File: config.mk
export PLATFORM = sky130hd
export DESIGN_NAME = button_conditioner
export DESIGN_NICKNAME = d
export VERILOG_FILES = /design/src/rtl/input_pkg.sv /design/src/rtl/button_channel.sv /design/src/rtl/button_conditioner.sv
export SDC_FILE = /design/constraint.sdc
export NUM_CORES = 1
export LEC_CHECK = 0
export CELL_PAD_IN_SITES_DETAIL_PLACEMENT = 1
export CELL_PAD_IN_SITES_GLOBAL_PLACEMENT = 1
export CORE_MARGIN = 3
export CORE_UTILIZATION = 51
export DETAILED_ROUTE_END_ITERATION = 12
export PLACE_DENSITY = 0.89
export SLEW_MARGIN = 20
export SYNTH_ARGS = -nofsm -noshare
export SYNTH_HDL_FRONTEND = slang
export SYNTH_SLANG_ARGS = --single-unit
File: constraint.sdc
create_clock -name i_clk_25MHz -period 3.8 [get_ports i_clk_25MHz]
set_clock_uncertainty 0.05 [all_clocks]
set_input_delay 0.76 -clock i_clk_25MHz [delete_from_list [all_inputs] [get_ports i_clk_25MHz]]
set_output_delay 0.76 -clock i_clk_25MHz [all_outputs]
set_load 0.02 [all_outputs]
File: src/rtl/input_pkg.sv
// Shared definitions for the push-button front end.
// Contents:
//   DEBOUNCE_10MS_25MHZ  - default debounce length, in 25 MHz cycles
//   REPEAT_DELAY_200MS   - default gap from the first strobe to the first repeat
//   REPEAT_PERIOD_100MS  - default gap between later repeat strobes
//   strobe_state_e       - 2-bit strobe FSM encoding (IDLE / DELAY / REPEAT)
//   max_int()            - helper used to size the repeat counter
package input_pkg;

  localparam int DEBOUNCE_10MS_25MHZ = 250000;
  localparam int REPEAT_DELAY_200MS  = 5000000;
  localparam int REPEAT_PERIOD_100MS = 2500000;

  typedef enum logic [1:0] {
    ST_IDLE   = 2'd0,
    ST_DELAY  = 2'd1,
    ST_REPEAT = 2'd2
  } strobe_state_e;

  function automatic int max_int(input int a, input int b);
    return (a > b) ? a : b;
  endfunction

endpackage

File: src/rtl/button_channel.sv
// One push-button channel: 2-FF synchroniser, counter debounce, and a
// strobe FSM that issues a single-cycle move strobe on press, with
// optional auto-repeat while the button stays held.
// Ports:
//   i_clk_25MHz - system clock
//   i_reset     - synchronous, active-high reset
//   i_raw       - asynchronous pad input, active-high
//   o_strobe    - single-cycle move strobe, registered
//   o_held      - debounced button level, registered
module button_channel
  import input_pkg::*;
#(
  parameter int DEBOUNCE_CYCLES = DEBOUNCE_10MS_25MHZ,
  parameter int REPEAT_EN       = 1,
  parameter int REPEAT_DELAY    = REPEAT_DELAY_200MS,
  parameter int REPEAT_PERIOD   = REPEAT_PERIOD_100MS
) (
  input  logic i_clk_25MHz,
  input  logic i_reset,
  input  logic i_raw,
  output logic o_strobe,
  output logic o_held
);

  localparam int  CNT_W  = $clog2(DEBOUNCE_CYCLES + 1);
  localparam int  RCNT_W = $clog2(max_int(REPEAT_DELAY, REPEAT_PERIOD) + 1);
  localparam bit  REP_ON = (REPEAT_EN != 0);
  localparam logic [CNT_W-1:0]  CNT_LAST    = CNT_W'(DEBOUNCE_CYCLES - 1);
  localparam logic [RCNT_W-1:0] DELAY_LAST  = RCNT_W'(REPEAT_DELAY - 1);
  localparam logic [RCNT_W-1:0] PERIOD_LAST = RCNT_W'(REPEAT_PERIOD - 1);

  logic              s1_q, s1_d, s2_q, s2_d;
  logic              stable_q, stable_d;
  logic [CNT_W-1:0]  cnt_q, cnt_d;
  strobe_state_e     state_q, state_d;
  logic [RCNT_W-1:0] rcnt_q, rcnt_d;
  logic              strobe_q, strobe_d;
  logic              held_q, held_d;
  logic              active;

  // Synchroniser and debounce: stable only follows s2 after
  // DEBOUNCE_CYCLES consecutive disagreeing cycles.
  always_comb begin
    s1_d     = i_raw;
    s2_d     = s1_q;
    stable_d = stable_q;
    cnt_d    = cnt_q;
    if (s2_q == stable_q) begin
      cnt_d = '0;
    end else if (cnt_q == CNT_LAST) begin
      stable_d = s2_q;
      cnt_d    = '0;
    end else begin
      cnt_d = cnt_q + CNT_W'(1);
    end
  end

  // The FSM only counts the button as pressed while the debounced level is
  // high and is not dropping on this very edge, so a release never lets a
  // strobe slip out on the cycle the level falls.
  assign active = stable_q & stable_d;

  // State register (all channel flops).
  always_ff @(posedge i_clk_25MHz) begin
    if (i_reset) begin
      s1_q     <= 1'b0;
      s2_q     <= 1'b0;
      stable_q <= 1'b0;
      cnt_q    <= '0;
      state_q  <= ST_IDLE;
      rcnt_q   <= '0;
      strobe_q <= 1'b0;
      held_q   <= 1'b0;
    end else begin
      s1_q     <= s1_d;
      s2_q     <= s2_d;
      stable_q <= stable_d;
      cnt_q    <= cnt_d;
      state_q  <= state_d;
      rcnt_q   <= rcnt_d;
      strobe_q <= strobe_d;
      held_q   <= held_d;
    end
  end

  // Next-state logic.
  always_comb begin
    state_d = state_q;
    if (!active) begin
      state_d = ST_IDLE;
    end else begin
      case (state_q)
        ST_IDLE:   state_d = ST_DELAY;
        ST_DELAY:  if (REP_ON && rcnt_q == DELAY_LAST) state_d = ST_REPEAT;
        ST_REPEAT: state_d = ST_REPEAT;
        default:   state_d = ST_IDLE;
      endcase
    end
  end

  // Output logic: strobe and repeat counter. Without auto-repeat the
  // counter is frozen in DELAY so it can never wrap while held.
  always_comb begin
    strobe_d = 1'b0;
    rcnt_d   = rcnt_q;
    held_d   = stable_q;
    if (!active) begin
      rcnt_d = '0;
    end else begin
      case (state_q)
        ST_IDLE: begin
          strobe_d = 1'b1;
          rcnt_d   = '0;
        end
        ST_DELAY: begin
          if (REP_ON) begin
            if (rcnt_q == DELAY_LAST) begin
              strobe_d = 1'b1;
              rcnt_d   = '0;
            end else begin
              rcnt_d = rcnt_q + RCNT_W'(1);
            end
          end
        end
        ST_REPEAT: begin
          if (rcnt_q == PERIOD_LAST) begin
            strobe_d = 1'b1;
            rcnt_d   = '0;
          end else begin
            rcnt_d = rcnt_q + RCNT_W'(1);
          end
        end
        default: rcnt_d = '0;
      endcase
    end
  end

  assign o_strobe = strobe_q;
  assign o_held   = held_q;

endmodule

File: src/rtl/button_conditioner.sv
// Front end for the two movement push-buttons. Each button gets its own
// independent channel (synchroniser, debounce, strobe FSM); pressing both
// strobes both outputs and the ship stage resolves that as a hold.
// Ports:
//   i_clk_25MHz       - system clock, 25 MHz
//   i_reset           - synchronous, active-high reset
//   i_left_raw        - asynchronous left pad input, active-high
//   i_right_raw       - asynchronous right pad input, active-high
//   o_left_debounced  - single-cycle left move strobe
//   o_right_debounced - single-cycle right move strobe
//   o_left_held       - debounced left level
//   o_right_held      - debounced right level
module button_conditioner
  import input_pkg::*;
#(
  parameter int DEBOUNCE_CYCLES = DEBOUNCE_10MS_25MHZ,
  parameter int REPEAT_EN       = 1,
  parameter int REPEAT_DELAY    = REPEAT_DELAY_200MS,
  parameter int REPEAT_PERIOD   = REPEAT_PERIOD_100MS
) (
  input  logic i_clk_25MHz,
  input  logic i_reset,
  input  logic i_left_raw,
  input  logic i_right_raw,
  output logic o_left_debounced,
  output logic o_right_debounced,
  output logic o_left_held,
  output logic o_right_held
);

  if (DEBOUNCE_CYCLES < 1) begin : g_bad_debounce
    $error("button_conditioner: DEBOUNCE_CYCLES must be >= 1");
  end
  if (REPEAT_DELAY < 1) begin : g_bad_delay
    $error("button_conditioner: REPEAT_DELAY must be >= 1");
  end
  if (REPEAT_PERIOD < 1) begin : g_bad_period
    $error("button_conditioner: REPEAT_PERIOD must be >= 1");
  end

  button_channel #(
    .DEBOUNCE_CYCLES(DEBOUNCE_CYCLES),
    .REPEAT_EN      (REPEAT_EN),
    .REPEAT_DELAY   (REPEAT_DELAY),
    .REPEAT_PERIOD  (REPEAT_PERIOD)
  ) u_left (
    .i_clk_25MHz(i_clk_25MHz),
    .i_reset    (i_reset),
    .i_raw      (i_left_raw),
    .o_strobe   (o_left_debounced),
    .o_held     (o_left_held)
  );

  button_channel #(
    .DEBOUNCE_CYCLES(DEBOUNCE_CYCLES),
    .REPEAT_EN      (REPEAT_EN),
    .REPEAT_DELAY   (REPEAT_DELAY),
    .REPEAT_PERIOD  (REPEAT_PERIOD)
  ) u_right (
    .i_clk_25MHz(i_clk_25MHz),
    .i_reset    (i_reset),
    .i_raw      (i_right_raw),
    .o_strobe   (o_right_debounced),
    .o_held     (o_right_held)
  );

endmodule

==> results.py, run 1 <==
metrics = {
    "timing": {
        "finalCritPeriodShare_pct": 69.5,
        "max_slew_margin_pct": 19.2,
        "tightestPinTransition_ns": 1.20,
        "setup_slack_ns": 1.16,
        "setup_tns_ns": 0,
        "timing.hold.ws_ns": 0.404,
        "fmax_mhz": 378,
        "finalHoldViolCount": 0,
        "period_minus_slack_ns": 2.64,
        "final_max_slew_viol_count": 0,
        "final-setup-viol-count": 0,
        "rsz0062_at_grt": "false",
    },
    "place": {
        "portBuffers": 7,
        "dpl_cell_area_mm2": 0.00444,
        "place_ws_ns": 1.11,
        "hpwl_mm": 6.51,
        "routabilityCongestion": 0.838,
    },
    "clock_tree": {
        "cts_setup_buffers": 0,
        "root_buffer": "clkbuf_8",
        "cts_tree": "done",
        "clockBufferDepth": 2,
        "numCtsBuffers": 9,
        "clk_pin_slew_worst_paths_ns": 0.09,
        "h-tree-depth": 3,
        "clock_latency_ns": 0.36,
        "cts-resized-gates": 0,
        "clock-sinks": 96,
        "hold_buffers": 0,
    },
    "global_routing": {
        "grtUsageTotal_pct": 20.1,
        "grt_pass1_vias": 3496,
        "grt_max_degree": 24,
        "overflow": 0,
        "antenna_found_initial": 0,
        "grt_pass1_wl_mm": 16.3,
    },
    "setup_path": {
        "worstPathArrival_ns": 2.82,
        "rr_worst_depth": 6,
        "criticalPathCategory": "flop to flop",
        "cp-start-kind": "flop",
        "worstPathRequired_ns": 3.97,
        "endpoint_kind": "flop",
        "critPathMaxFanout": 23,
    },
    "route": {
        "avgRoutedWirePerCell_um": 15.2,
        "drc": 0,
        "vias_per_cell": 5.55,
        "drtIter0Drc": 49,
        "vias": 3331,
        "postRouteWirelength_mm": 9.10,
        "ant_nets": 0,
        "drtPass1Iterations": 4,
    },
    "finish": {
        "diodes": 0,
        "drive_gt1_share_pct": 4.42,
        "final.fill_count": 942,
        "final_nets": 510,
        "fin_area_mm2": 0.00462,
        "area_growth_pct": 7.38,
    },
    "floorplan": {
        "io_pins": 8,
        "core_area_mm2": 0.00797,
        "die_x_um": 97.9,
        "die_area_mm2": 0.00958,
        "start_util_pct": 54.1,
        "num_rows": 32,
        "die_h_um": 97.9,
    },
    "synthesis": {
        "yosys_register_bits": 96,
        "netlist_area_mm2": 0.00431,
        "ys_types": 40,
        "ys_top_cells_by_count": "nor2_1, dfxtp_1, xnor2_1, xor2_1, nand2_1",
        "synth_nets": 503,
        "synth_edf_count": 0,
        "synth.top_cell.area_share_pct": 44.6,
        "syn_inst": 486,
        "ys_seq_area_share_pct": 44.6,
        "yosysTopAreaCell": "dfxtp_1",
        "synthArstFlopShare_pct": 0,
        "yosysMostFrequentCell": "nor2_1",
        "syn-mean-instance-area_um2": 8.86,
        "synthTopCellsByArea": "dfxtp_1, nor2_1, xnor2_1",
        "synth_flop_cell": "dfxtp_1",
        "ys_warn_count": 0,
    },
    "hold_path": {
        "hold_path_class": "flop to flop",
        "holdPathStages": 1,
    },
    "power": {
        "ir_worst_vdd_mv": 0.215,
        "power_density_mw_per_mm2": 354,
        "leakagePower_nw": 1.44,
    },
    "job": {
        "maxCapViolCount": 0,
    },
    "outcome": {
        "status": "completed",
    },
}
==> metrics by stage <==
stage	total power, W	cells	utilization, %
after floorplan	0.00104	486	-
after global placement	0.00104	584	55.7
after detailed placement	0.00104	584	55.7
after CTS	0.00165	600	58.0
after global routing	0.00170	600	58.0
final	0.00164	600	58.0
==> worst max-delay path, cell delays in order (launching register included) <==
cell,delay [ns]
dfxtp_1,0.38
ha_1,0.24
and4_1,0.27
nand4b_1,0.18
o21ai_0,0.54
a211o_1,0.71
nor2_1,0.13
==> sequential cells by signal, summed over array words and instances (netlist names), 2 cells and up <==
register / cells
u_left.cnt_q: 18
u_left.rcnt_q: 23
u_left.state_q: 2
u_right.cnt_q: 18
u_right.rcnt_q: 23
u_right.state_q: 2
==> metal layers <==
metal / routed length, um / GRT usage, % / vias to the layer above
met5: 0 / 0 / -
met4: 159 / 6.50 / 0
met3: 234 / 4.07 / 17
met2: 4680 / 35.2 / 43
met1: 4030 / 24.7 / 1614
li1: - / - / 1657
==> report_power, final <==
group | total [W] | leakage [nW] | switching, W | internal, W
logic | 0.0000108 | 0.567 | 0.00000590 | 0.00000491
registers | 0.00101 | 0.774 | 0.00000202 | 0.00101
clock network | 0.000618 | 0.0951 | 0.000347 | 0.000272
total | 0.00164 | 1.44 | 0.000355 | 0.00128
==> final timing paths <==
kind | end | from | slack (ns)
min | u_left.s2_q | u_left.s1_q | 0.40
max reg2reg | u_right.rcnt_q[10] | u_right.rcnt_q[0] | 1.16
min reg2reg | u_left.s2_q | u_left.s1_q | 0.40
max | u_right.rcnt_q[10] | u_right.rcnt_q[0] | 1.16
==> layout by cell type (no fill, tap or decap), types with 2 or more instances in the layout <==
cell type and count:
clkbuf_8 11, nor4b_1 5, o41a_1 2, nand2_1 30
nor3_1 17, xnor2_1 39, and3_1 9, nor4bb_1 2
nor2_1 107, dfxtp_1 96, nand4_1 20, mux2i_1 5
clkinv_2 3, ha_1 13, xor2_1 37, nor2b_1 7
or2_2 2, and4_1 5, clkdlybuf4s50_1 7, nor4_1 10
inv_1 18, and4b_1 4, or3_1 2, a21oi_1 2
o21ai_0 3, nand3_1 26
==> final cells by class <==
type / instances / area [um2] / share of cell area (%)
tap: 102 / 128 / 2.76
sequential: 96 / 1920 / 41.6
clock inverter: 5 / 31.3 / 0.676
multi-input combinational: 361 / 2250 / 48.8
timing repair buffer: 7 / 70.1 / 1.52
clock buffer: 11 / 151 / 3.27
inverter: 18 / 67.6 / 1.46
==> cell families after synthesis <==
logic type | Yosys count | share of synthesized area [%]
multiplexers | 5 | 1.16
XOR/XNOR | 76 | 15.5
AO/OA/AOI/OAI | 14 | 2.91
buffers and inverters | 29 | 3.02
AND/OR/NAND/NOR | 253 | 29.1
flip-flops | 96 | 44.6
adder cells (fa/ha/maj) | 13 | 3.78
No activity file was read; power rests on OpenSTA's default activity.
==> inputs of run 2 (changes only) <==
CORE_UTILIZATION = 43   (was 51)
PLACE_DENSITY = 0.81   (was 0.89)
clock period = 2.4 ns   (was 3.8 ns; I/O delays follow)
==> run 2 against run 1 <==
Effect of this change: hold slack worse by 0.0088 ns; maximum frequency up 22%; sequential power up 58%; clock-buffer cell count unchanged; non-clock buffer count up 9; via count about the same; register-to-register slack worse by 0.93 ns; core utilization down 8.0 points; highest routed layer unchanged.
==> results.py, run 2 (synthesized netlist as in run 1, its figures left out) <==
metrics = {
    "setup_path": {
        "critPathMaxFanout": 18,
        "worstPathArrival_ns": 2.34,
        "worstPathRequired_ns": 2.57,
        "cp-start-kind": "flop",
        "criticalPathCategory": "flop to flop",
        "cp_cell_sequence": "or4b_1 > nor3_1 > or3_1 > nor2_1",
        "slowest_stage": "or3_1",
        "cp_slowest_stage_delay_ns": 0.59,
        "endpoint_kind": "flop",
    },
    "clock_tree": {
        "clock-sinks": 96,
        "h-tree-depth": 3,
        "clockBufferDepth": 2,
        "clk_pin_slew_worst_paths_ns": 0.09,
        "root_buffer": "clkbuf_8",
        "cts_setup_buffers": 0,
        "numCtsBuffers": 9,
        "hold_buffers": 0,
        "cts_tree": "done",
        "cts-resized-gates": 0,
        "clock_latency_ns": 0.37,
    },
    "finish": {
        "final.fill_count": 1118,
        "final_nets": 519,
        "diodes": 0,
        "area_growth_pct": 10.4,
        "mostFrequentLayoutCells": "nor2_1, dfxtp_1, xnor2_1, xor2_1, nand2_1",
        "layout.cells.non_filler": 636,
        "top_regs": "u_left.rcnt_q: 23 flops, u_right.rcnt_q: 23 flops",
        "layout_commonest_cell": "nor2_1",
        "drive_gt1_share_pct": 5.92,
    },
    "power": {
        "p_sw_w": 0.000553,
        "ir_worst_vdd_mv": 0.358,
        "p_sw_share_pct": 20.7,
        "p_clk_share_pct": 39.3,
        "seq_power_share_pct": 60.0,
        "p_int_w": 0.00211,
        "combPwrFrac_pct": 0.7,
        "power_density_mw_per_mm2": 561,
        "leakagePower_nw": 1.49,
    },
    "timing": {
        "tightestPinTransition_ns": 0.654,
        "setup_slack_ns": 0.230,
        "max_slew_margin_pct": 56.4,
        "fmax_mhz": 461,
        "setup_tns_ns": 0,
        "period_minus_slack_ns": 2.17,
        "finalHoldViolCount": 0,
        "timing.hold.ws_ns": 0.396,
        "final-setup-viol-count": 0,
        "finalCritPeriodShare_pct": 90.4,
        "final_max_slew_viol_count": 0,
        "rsz0062_at_grt": "false",
    },
    "job": {
        "maxCapViolCount": 0,
    },
    "floorplan": {
        "io_pins": 8,
        "die_area_mm2": 0.0113,
        "core_area_mm2": 0.00950,
        "start_util_pct": 45.3,
        "die_x_um": 106,
        "die_h_um": 106,
        "num_rows": 35,
    },
    "route": {
        "drtIter0Drc": 98,
        "drc": 0,
        "avgRoutedWirePerCell_um": 14.2,
        "ant_nets": 0,
        "vias": 3333,
        "vias_per_cell": 5.24,
        "drtPass1Iterations": 4,
        "postRouteWirelength_mm": 9.01,
    },
    "hold_path": {
        "hold_path_class": "flop to flop",
    },
    "outcome": {
        "status": "completed",
    },
    "global_routing": {
        "grt_max_degree": 24,
        "overflow": 0,
        "grt_pass1_wl_mm": 16.2,
        "grt_pass1_vias": 3535,
        "antenna_found_initial": 0,
        "grtUsageTotal_pct": 17.5,
    },
    "place": {
        "place_ws_ns": 0.240,
        "hpwl_mm": 6.50,
        "portBuffers": 7,
        "place_inst": 620,
        "routabilityCongestion": 0.761,
    },
}
run 2: worst max-delay path, delay by kind of cell (launching register included):
family,cells,cell delay (ns)
flip-flops,1,0.44
AND/OR/NAND/NOR,4,1.55
run 2: metrics by stage:
step	utilization (%)	power, W	cell area (um2)
after floorplan	-	0.00164	4310
after global placement	47.9	0.00165	4560
after detailed placement	47.9	0.00166	4560
after CTS	50.0	0.00273	4750
after global routing	50.0	0.00280	4750
final	50.0	0.00267	4750
run 2: layer usage:
metal / vias to the layer above / GRT usage, % / part of all wire, %
met1: 1617 / 21.1 / 45
met3: 14 / 4.13 / 2.5
met2: 29 / 30.6 / 50
met5: - / 0 / 0
met4: 0 / 6.20 / 2.1
li1: 1673 / - / -
run 2: layout make-up:
cell class,count,area (um2),area share (%)
Timing Repair Buffer,16,150,3.16
Multi-Input combinational cell,361,2250,47.4
Sequential cell,96,1920,40.4
Clock inverter,5,56.3,1.18
Clock buffer,11,141,2.97
Tap cell,129,161,3.40
Inverter,18,67.6,1.42
run 2: worst paths after layout:
| check | startpoint | slack [ns] | cells past startpoint | end |
|---|---|---|---|---|
| setup / recovery | u_right.cnt_q[7] | 0.23 | 4 | u_right.cnt_q[11] |
| hold / removal | u_right.s1_q | 0.40 | 1 | u_right.s2_q |
| setup reg to reg | u_right.cnt_q[7] | 0.23 | 4 | u_right.cnt_q[11] |
| hold reg to reg | u_right.s1_q | 0.40 | 1 | u_right.s2_q |
run 2: power groups by stage:
stage / combinational [W] / clock, W / sequential, W
6_report: 0.0000189 / 0.00105 / 0.00160
2_1_floorplan: 0.00000884 / 0 / 0.00164
3_3_place_gp: 0.0000183 / 0 / 0.00164
4_1_cts: 0.0000192 / 0.00111 / 0.00160
5_1_grt: 0.0000213 / 0.00117 / 0.00160
3_5_place_dp: 0.0000192 / 0 / 0.00164
==> inputs of run 3 (changes only) <==
ABC_AREA = 1   (was unset)
CORE_UTILIZATION = 41   (was 43)
PLACE_DENSITY = 0.82   (was 0.81)
==> run 3 against run 2 <==
Effect of this change: first-iteration DRC count is 110% higher; global-route usage rose by 3.7 points; sequential share of layout area decreased by 7.4 points; synthesized area increased by 22%; cell count rose by 56%; power rose by 21%; critical path type unchanged; largest cell class unchanged; highest routed layer unchanged.
==> results.py, run 3 <==
metrics = {
    "outcome": {
        "status": "completed",
    },
    "setup_path": {
        "slowest_stage": "dfxtp_1",
        "critPathMostFrequentCell": "nand2_2",
        "criticalPathCategory": "flop to flop",
        "path_buf_inv": 1,
        "endpoint_kind": "flop",
        "cp_top_family": "simple AND/OR/NAND/NOR gates",
        "worstPathArrival_ns": 2.24,
        "cp_slowest_stage_delay_ns": 0.40,
        "cp-start-kind": "flop",
        "cp_cell_sequence": "ha_1 > nand2_2 > nor2_4 > inv_1 > nor2_1 > nand3_2 > nand2_2 > nand2_1 > nand2_2 > nor2_1",
        "critPathMaxFanout": 23,
        "worstPathRequired_ns": 2.57,
    },
    "clock_tree": {
        "clock_latency_ns": 0.35,
        "root_buffer": "clkbuf_16",
        "h-tree-depth": 3,
        "cts_setup_buffers": 0,
        "hold_buffers": 0,
        "cts-resized-gates": 0,
        "clockBufferDepth": 2,
        "numCtsBuffers": 9,
        "cts_tree": "done",
        "clock-sinks": 96,
        "clk_pin_slew_worst_paths_ns": 0.07,
    },
    "power": {
        "ir_worst_vdd_mv": 0.289,
        "power_density_mw_per_mm2": 552,
        "leakagePower_nw": 2.05,
    },
    "timing": {
        "finalCritPeriodShare_pct": 86.1,
        "fmax_mhz": 484,
        "tightestPinTransition_ns": 0.814,
        "final-setup-viol-count": 0,
        "max_slew_margin_pct": 45.6,
        "rsz0062_at_grt": "false",
        "final_max_slew_viol_count": 0,
        "timing.hold.ws_ns": 0.355,
        "period_minus_slack_ns": 2.07,
        "finalHoldViolCount": 0,
        "setup_tns_ns": 0,
    },
    "hold_path": {
        "hold_path_class": "flop to flop",
    },
    "synthesis": {
        "ys_top_cells_by_count": "nand2_1, nor2_1, dfxtp_1, inv_1, nand3_1",
        "synth_flop_cell": "dfxtp_1",
        "ys_types": 32,
        "synthTopCellsByArea": "dfxtp_1, nand2_1, nor2_1",
        "yosysTopAreaCell": "dfxtp_1",
        "syn_inst": 809,
        "synth.top_cell.area_share_pct": 36.5,
        "ys_warn_count": 0,
        "synthArstFlopShare_pct": 0,
        "ys_seq_area_share_pct": 36.5,
        "syn-mean-instance-area_um2": 6.51,
        "synth_nets": 826,
        "netlist_area_mm2": 0.00527,
        "yosys_register_bits": 96,
        "yosysMostFrequentCell": "nand2_1",
        "synth_edf_count": 0,
    },
    "route": {
        "drtIter0Drc": 204,
        "postRouteWirelength_mm": 14.4,
        "vias_per_cell": 5.14,
        "ant_nets": 0,
        "drc": 0,
        "drtPass1Iterations": 4,
        "vias": 5112,
        "avgRoutedWirePerCell_um": 14.5,
    },
    "place": {
        "routabilityCongestion": 0.873,
        "hpwl_mm": 10.6,
        "portBuffers": 7,
    },
    "floorplan": {
        "start_util_pct": 43.0,
        "io_pins": 8,
        "die_x_um": 119,
        "die_h_um": 119,
        "core_area_mm2": 0.0123,
        "num_rows": 40,
        "die_area_mm2": 0.0142,
    },
    "finish": {
        "mostFrequentLayoutCells": "nand2_1, nor2_1, dfxtp_1, inv_1, nand3_1",
        "layout_commonest_cell": "nand2_1",
        "diodes": 0,
        "area_growth_pct": 10.5,
        "final_nets": 838,
        "drive_gt1_share_pct": 5.45,
        "top_regs": "u_left.rcnt_q: 23 flops, u_right.rcnt_q: 23 flops",
    },
    "global_routing": {
        "grt_pass1_vias": 5419,
        "grt_max_degree": 24,
        "overflow": 0,
        "grt_pass1_wl_mm": 25.2,
        "grtUsageTotal_pct": 21.2,
        "antenna_found_initial": 0,
    },
    "job": {
        "maxCapViolCount": 0,
    },
}
run 3: cell count changes in the layout (fill, tap and decap cells not counted), sizes merged, moves of 7 or more:
| cell | before | now |
|---|---|---|
| and3 | 9 | 0 |
| nand2 | 30 | 208 |
| nor2b | 7 | 0 |
| a21oi | 2 | 24 |
| xnor2 | 39 | 3 |
| nor4 | 10 | 0 |
| o21ai | 3 | 13 |
| inv | 18 | 95 |
| nand4 | 21 | 32 |
| nor2 | 107 | 190 |
| xor2 | 37 | 25 |
| nand3 | 27 | 57 |
run 3: worst paths after layout:
kind	startpoint	to	slack, ns	depth (start not counted)
worst max-delay path	u_left.rcnt_q[0]	u_left.rcnt_q[5]	0.33	10
worst max register to register	u_left.rcnt_q[0]	u_left.rcnt_q[5]	0.33	10
worst min-delay path	u_right.s1_q	u_right.s2_q	0.36	2
worst min register to register	u_right.s1_q	u_right.s2_q	0.36	2
run 3: logic make-up after synthesis:
| family | after synthesis | synth area share [%] |
|---|---|---|
| buffers and inverters | 107 | 8.53 |
| adders and majority gates | 13 | 3.09 |
| AOI/OAI and AO/OA | 43 | 4.49 |
| and+or+nand+nor | 522 | 42.8 |
| xor gates and xnor gates | 28 | 4.66 |
| DFF | 96 | 36.5 |
run 3: where the power goes:
group          leakage, nW  total (W)  switching [W]  internal (W)
Clock                0.152    0.00159       0.000652      0.000941
Sequential           0.774    0.00160     0.00000237       0.00160
Combinational         1.12  0.0000230      0.0000141    0.00000891
Total                 2.05    0.00321       0.000668       0.00255
run 3: worst min-delay path, delay by kind of cell (launching register included):
family	cells	cell delay (ns)
AND/OR/NAND/NOR	1	0.03
buffers and inverters	1	0.04
flip-flops	1	0.30
run 3: through the flow:
step / std cells / setup slack, ns / utilization [%] / power, W / cell area (um2)
floorplan: 809 / 0.784 / - / 0.00165 / 5270
detailed placement: 978 / 0.307 / 44.9 / 0.00166 / 5500
global route: 994 / 0.152 / 47.5 / 0.00332 / 5820
global placement: 978 / 0.382 / 44.9 / 0.00166 / 5500
finish: 994 / 0.333 / 47.5 / 0.00321 / 5820
CTS: 994 / 0.341 / 47.5 / 0.00325 / 5820
run 3: area by class of cell:
type                       instances  area (um2)
inverter                          95         357
timing repair buffer              13         115
clock inverter                     5        80.1
clock buffer                      11         243
fill                            1651        6440
tap                              168         210
multi-input combinational        606        2900
sequential                        96        1920
run 3: per-layer routing:
layer  GRT usage, %  vias up  routed length, um
met5              0        -                  0
met1           25.9     2473               6660
met4           8.59        0                293
li1               -     2571                  -
met3           2.94       21                331
met2           37.4       47               7090
